--- config.mk ---
export PLATFORM = sky130hd
export DESIGN_NAME = mskaes_rcon_seq
export DESIGN_NICKNAME = d
export VERILOG_FILES = /design/src/rtl/mskaes_rcon_seq.sv
export SDC_FILE = /design/constraint.sdc
export NUM_CORES = 1
export LEC_CHECK = 0
export CORE_MARGIN = 8
export CORE_UTILIZATION = 42
export DETAILED_ROUTE_END_ITERATION = 10
export PLACE_DENSITY = 0.75
export SYNTH_ARGS = -nofsm -noshare
export SYNTH_HDL_FRONTEND = slang
export SYNTH_SLANG_ARGS = --single-unit
export TNS_END_PERCENT = 20
--- constraint.sdc ---
create_clock -name clk -period 1.7 [get_ports clk]
set_clock_uncertainty 0.05 [all_clocks]
set_input_delay 0.425 -clock clk [delete_from_list [all_inputs] [get_ports clk]]
set_output_delay 0.425 -clock clk [all_outputs]
set_load 0.05 [all_outputs]
--- src/rtl/mskaes_rcon_seq.sv ---
// Masked AES round-constant sequencer: forward/inverse rcon walk per key size.
// Optional sticky misuse flag on port err when MSKAES_RCON_SEQ_ERR_EN is defined.
module mskaes_rcon_seq #(
    parameter int d = 2
) (
    input  logic           clk,
    input  logic           rst,
    input  logic           start,
    input  logic [1:0]     mode,
    input  logic           inverse,
    input  logic           update,
    input  logic           mask_rcon,
    output logic [8*d-1:0] sh_rcon,
    output logic [3:0]     rcon_idx,
    output logic           last,
`ifdef MSKAES_RCON_SEQ_ERR_EN
    output logic           err,
`endif
    output logic           busy
);

    typedef enum logic {IDLE, RUN} state_t;

    state_t     state, state_nx;
    logic [3:0] idx, idx_nx;
    logic [7:0] rc, rc_nx;
    logic [1:0] mode_q, mode_nx;
    logic       inv_q, inv_nx;
    logic [3:0] last_idx;

    function automatic logic [7:0] first_rc(input logic [1:0] m, input logic inv);
        if (!inv)          return 8'h01;
        else if (m == 2'b01) return 8'h80;
        else if (m == 2'b10) return 8'h40;
        else               return 8'h36;
    endfunction

    function automatic logic [7:0] step_rc(input logic [7:0] c, input logic inv);
        if (inv) return (c == 8'h1b) ? 8'h80 : {1'b0, c[7:1]};
        else     return c[7] ? 8'h1b : {c[6:0], 1'b0};
    endfunction

    // Reserved mode 11 behaves as AES-128
    always_comb begin
        last_idx = 4'd9;
        case (mode_q)
            2'b01:   last_idx = 4'd7;
            2'b10:   last_idx = 4'd6;
            default: last_idx = 4'd9;
        endcase
    end

    assign busy     = (state == RUN);
    assign last     = busy && (idx == last_idx);
    assign rcon_idx = idx;

    always_comb begin
        state_nx = state;
        idx_nx   = idx;
        rc_nx    = rc;
        mode_nx  = mode_q;
        inv_nx   = inv_q;
        if (start) begin
            state_nx = RUN;
            idx_nx   = 4'd0;
            mode_nx  = mode;
            inv_nx   = inverse;
            rc_nx    = first_rc(mode, inverse);
        end else if (update && busy) begin
            if (last) begin
                state_nx = IDLE;
            end else begin
                idx_nx = idx + 4'd1;
                rc_nx  = step_rc(rc, inv_q);
            end
        end
    end

    always_ff @(posedge clk) begin
        if (rst) begin
            state  <= IDLE;
            idx    <= 4'd0;
            rc     <= 8'h00;
            mode_q <= 2'b00;
            inv_q  <= 1'b0;
        end else begin
            state  <= state_nx;
            idx    <= idx_nx;
            rc     <= rc_nx;
            mode_q <= mode_nx;
            inv_q  <= inv_nx;
        end
    end

    // Only share 0 carries the constant; the others stay zero
    always_comb begin
        sh_rcon = '0;
        for (int j = 0; j < 8; j++)
            sh_rcon[d*j] = rc[j] & mask_rcon & busy;
    end

`ifdef MSKAES_RCON_SEQ_ERR_EN
    always_ff @(posedge clk) begin
        if (rst || start)
            err <= 1'b0;
        else if (update && !busy)
            err <= 1'b1;
    end
`endif

endmodule

==> impl_metrics.yaml <==
grt:
  grt_pass1_vias: 1123
  grt_pass1_wl_um: 5070
  antenna_found_initial: 0
  gr-total-overflow: 0
  grt_max_degree: 13
  grt_use_total: 0.145
yosys:
  synthArstFlopShare: 0
  synth_seq_cells: 16
  ys_warn_count: 0
  synth_top_family_by_area: "compound AO/OA/AOI/OAI gates"
  synth_edf_count: 0
  synthAdderAreaFrac: 0.0473
  ys_seq_area_frac: 0.303
  netlist_area_um2: 1060
  synth-main-ff-cell: "dfxtp_1"
  post_synth.cell_area_avg_um2: 8.46
  post_synth_mux_area_share: 0.0485
  synth-simple-area-share: 0.227
  syn_inst: 125
  synth_cell_types: 41
  synth-compound-area-share: 0.249
  synth_xor_area_frac: 0.00828
timing:
  min_period_ps: 2120
  hold_slack_ps: 483
  finalMaxSlewViolations: 0
  setup_viol: 14
  hold_violations: 0
  fmax_mhz: 471
  min_period_over_period: 1.25
  rsz0062_at_grt: "true"
  setup_ws_ps: -424
worst_setup_path:
  crit_path_cell_trace: "inv_2 -> ha_4 -> and4bb_2 -> o21a_4 -> and2_4 -> buf_12"
  setup.worst_path.start_class: "flip-flop"
  critPathMaxStageDelay_ps: 350
  r2r_cells: 8
  timing.rr.start: "mode_q[0]"
  cp-end-kind: "primary output"
  crit_type: "flip-flop to primary output"
  endpoint: "last"
  reg2reg_to: "rcon_idx[2]"
  cp.required_ps: 1220
  cp_max_fo: 2
  cp_slowest_cell: "dfxtp_2"
  r2r_setup_slack_ps: -400
  critical_path_arrival_ps: 1650
  crit_start: "mode_q[0]"
run_status:
  status: "complete, but fails checks"
  violations: "setup timing"
place:
  post-place-ws_ps: -271
  gp_congestion: 0.938
  dp_hpwl_um: 2280
  placed_area_um2: 1540
  io_buffers: 21
floorplanning:
  die_h_um: 66.2
  row_count: 18
  start_util: 0.435
  io_pins: 30
  dieWidth_um: 66.2
  core_area_um2: 2430
  die_area_um2: 4380
cells_and_area:
  layout-drive-gt1-share: 0.425
  antenna_cells: 0
  fillCellCount: 179
  finalInstanceArea_um2: 1710
  nNetsFinal: 180
  area_delta_synth_final_pct: 62.1
cts:
  clk_pin_slew_ps: 100
  hold_buffers: 0
  clockBufferDepth: 2
  htree_levels: 1
  tritoncts: "yes"
  cts_root_buffer: "clkbuf_4"
  clk_latency_ps: 280
  cts_buffers: 3
  cts_num_sinks: 16
min_path:
  holdCritPathClass: "flip-flop to flip-flop"
  hold-path-cell-count: 2
pwr:
  ir_worst_vdd_uv: 403
  p_leak_nw: 0.721
  p_per_area_nw_per_um2: 557
detailed_routing:
  drtIter0Drc: 37
  vias: 1111
  remaining_drc_errors: 0
  avgRoutedWirePerCell_um: 15.7
  via_per_inst: 5.64
  dr.pass1.iters: 4
  drt_wl_total_um: 3080
  drtAntennaViolNets: 0
run:
  max-cap-violations: 0
-- where the power goes --
part           total (mW)  switching [mW]  internal (mW)  leakage (nW)
Clock               0.252           0.122          0.130        0.0210
Sequential          0.426          0.0285          0.397         0.134
Combinational       0.277           0.157          0.120         0.565
Total               0.954           0.307          0.647         0.721
-- registers in the layout, summed over array words and instances, names as in the netlist --
name	flops
busy	1
inv_q	1
mode_q	2
rc	8
rcon_idx	4
-- per-layer routing --
layer  track usage  share of wire  vias to the layer above
li1              -              -                      542
met1         0.147           0.39                      524
met2         0.267           0.53                       40
met3        0.0424          0.072                        5
met4        0.0640          0.010                        0
met5             0              0                        -
-- worst min path at each step --
stage,to,from,slack (ps)
after CTS,rc[3],rc[3],480
after detailed placement,mode_q[1],mode_q[1],460
after global placement,mode_q[0],mode_q[0],420
final,rc[3],rc[3],480
after floorplan,mode_q[0],mode_q[0],400
after global routing,rc[3],rc[3],500
-- Yosys cell counts (2+ instances only) --
cell	n	area (µm²)
dfxtp_1	16	320
nor2_1	7	26.3
nand2b_1	2	12.5
clkbuf_1	7	26.3
mux2i_1	4	40.0
and3_1	8	50.1
buf_4	8	60.1
nor4b_1	2	17.5
o21ai_0	2	10.0
inv_1	6	22.5
or2_2	2	12.5
a311oi_1	4	35.0
o31a_1	2	17.5
o21a_1	3	22.5
nand2_1	4	15.0
and4bb_2	2	25.0
o211ai_1	4	30.0
a211oi_1	2	15.0
or3_1	3	18.8
a21oi_1	10	50.1
nand3_1	3	15.0
o31ai_1	2	15.0
ha_1	4	50.1
-- worst max-delay path, delay by kind of cell (launching register included) --
family,cells,cell delay [ps]
simple gates,2,370
flops,1,350
fa+ha+maj,1,250
compound gates,1,200
buf+inv,2,190
-- cells by family (layout without fill, tap and decap cells) --
| group | count (synthesis) | count (layout) |
|---|---|---|
| buffers and inverters | 22 | 57 |
| XOR/XNOR | 1 | 1 |
| AND/OR/NAND/NOR | 39 | 39 |
| flip-flops | 16 | 16 |
| AO/OA/AOI/OAI | 37 | 37 |
| adder cells (fa/ha/maj) | 4 | 4 |
| multiplexers | 5 | 5 |
| other | 1 | 8 |
-- timing repair --
| item | CTS | global route |
|---|---|---|
| pin swaps | 9 | 7 |
| setup buffers | 3 | 3 |
| endpoints found under the setup margin | 22 | 22 |
| resized for setup | 15 | 9 |
-- cells in the final DEF (no fill, tap or decap), drive strengths merged, types with 2 or more instances in the layout --
cell type | netlist | routed
buf | 9 | 40
dfxtp | 16 | 16
inv | 6 | 6
ha | 4 | 4
or3 | 3 | 3
clkdlybuf4s50 | 0 | 6
nand2b | 2 | 2
clkbuf | 7 | 4
or2 | 2 | 2
nor4b | 2 | 2
o211ai | 4 | 4
mux2i | 4 | 4
o31ai | 2 | 2
a21oi | 10 | 10
a311oi | 4 | 4
nor2 | 7 | 7
nand3 | 3 | 3
and4bb | 3 | 3
a2111oi | 2 | 2
o21a | 3 | 3
o31a | 2 | 2
nand2 | 4 | 4
and3 | 8 | 8
o21ai | 3 | 3
conb | 1 | 8
a211oi | 2 | 2
-- area by class of cell --
type,instances,area [µm²],share of cell area
Multi-Input combinational cell,94,733,0.428
Timing Repair Buffer,47,556,0.324
Sequential cell,16,329,0.192
Tap cell,30,37.5,0.0219
Clock buffer,4,36.3,0.0212
Inverter,6,22.5,0.0131
-- through the flow --
stage | power [mW] | TNS, ps | util | std cells
6_report | 0.954 | -3780 | 0.705 | 197
5_1_grt | 0.999 | -4660 | 0.705 | 197
4_1_cts | 0.938 | -3980 | 0.683 | 195
3_5_place_dp | 0.682 | -3610 | 0.633 | 188
3_3_place_gp | 0.676 | -2790 | 0.633 | 188
2_1_floorplan | 0.593 | -1440 | - | 132
Power figures use the tool's default switching activity.
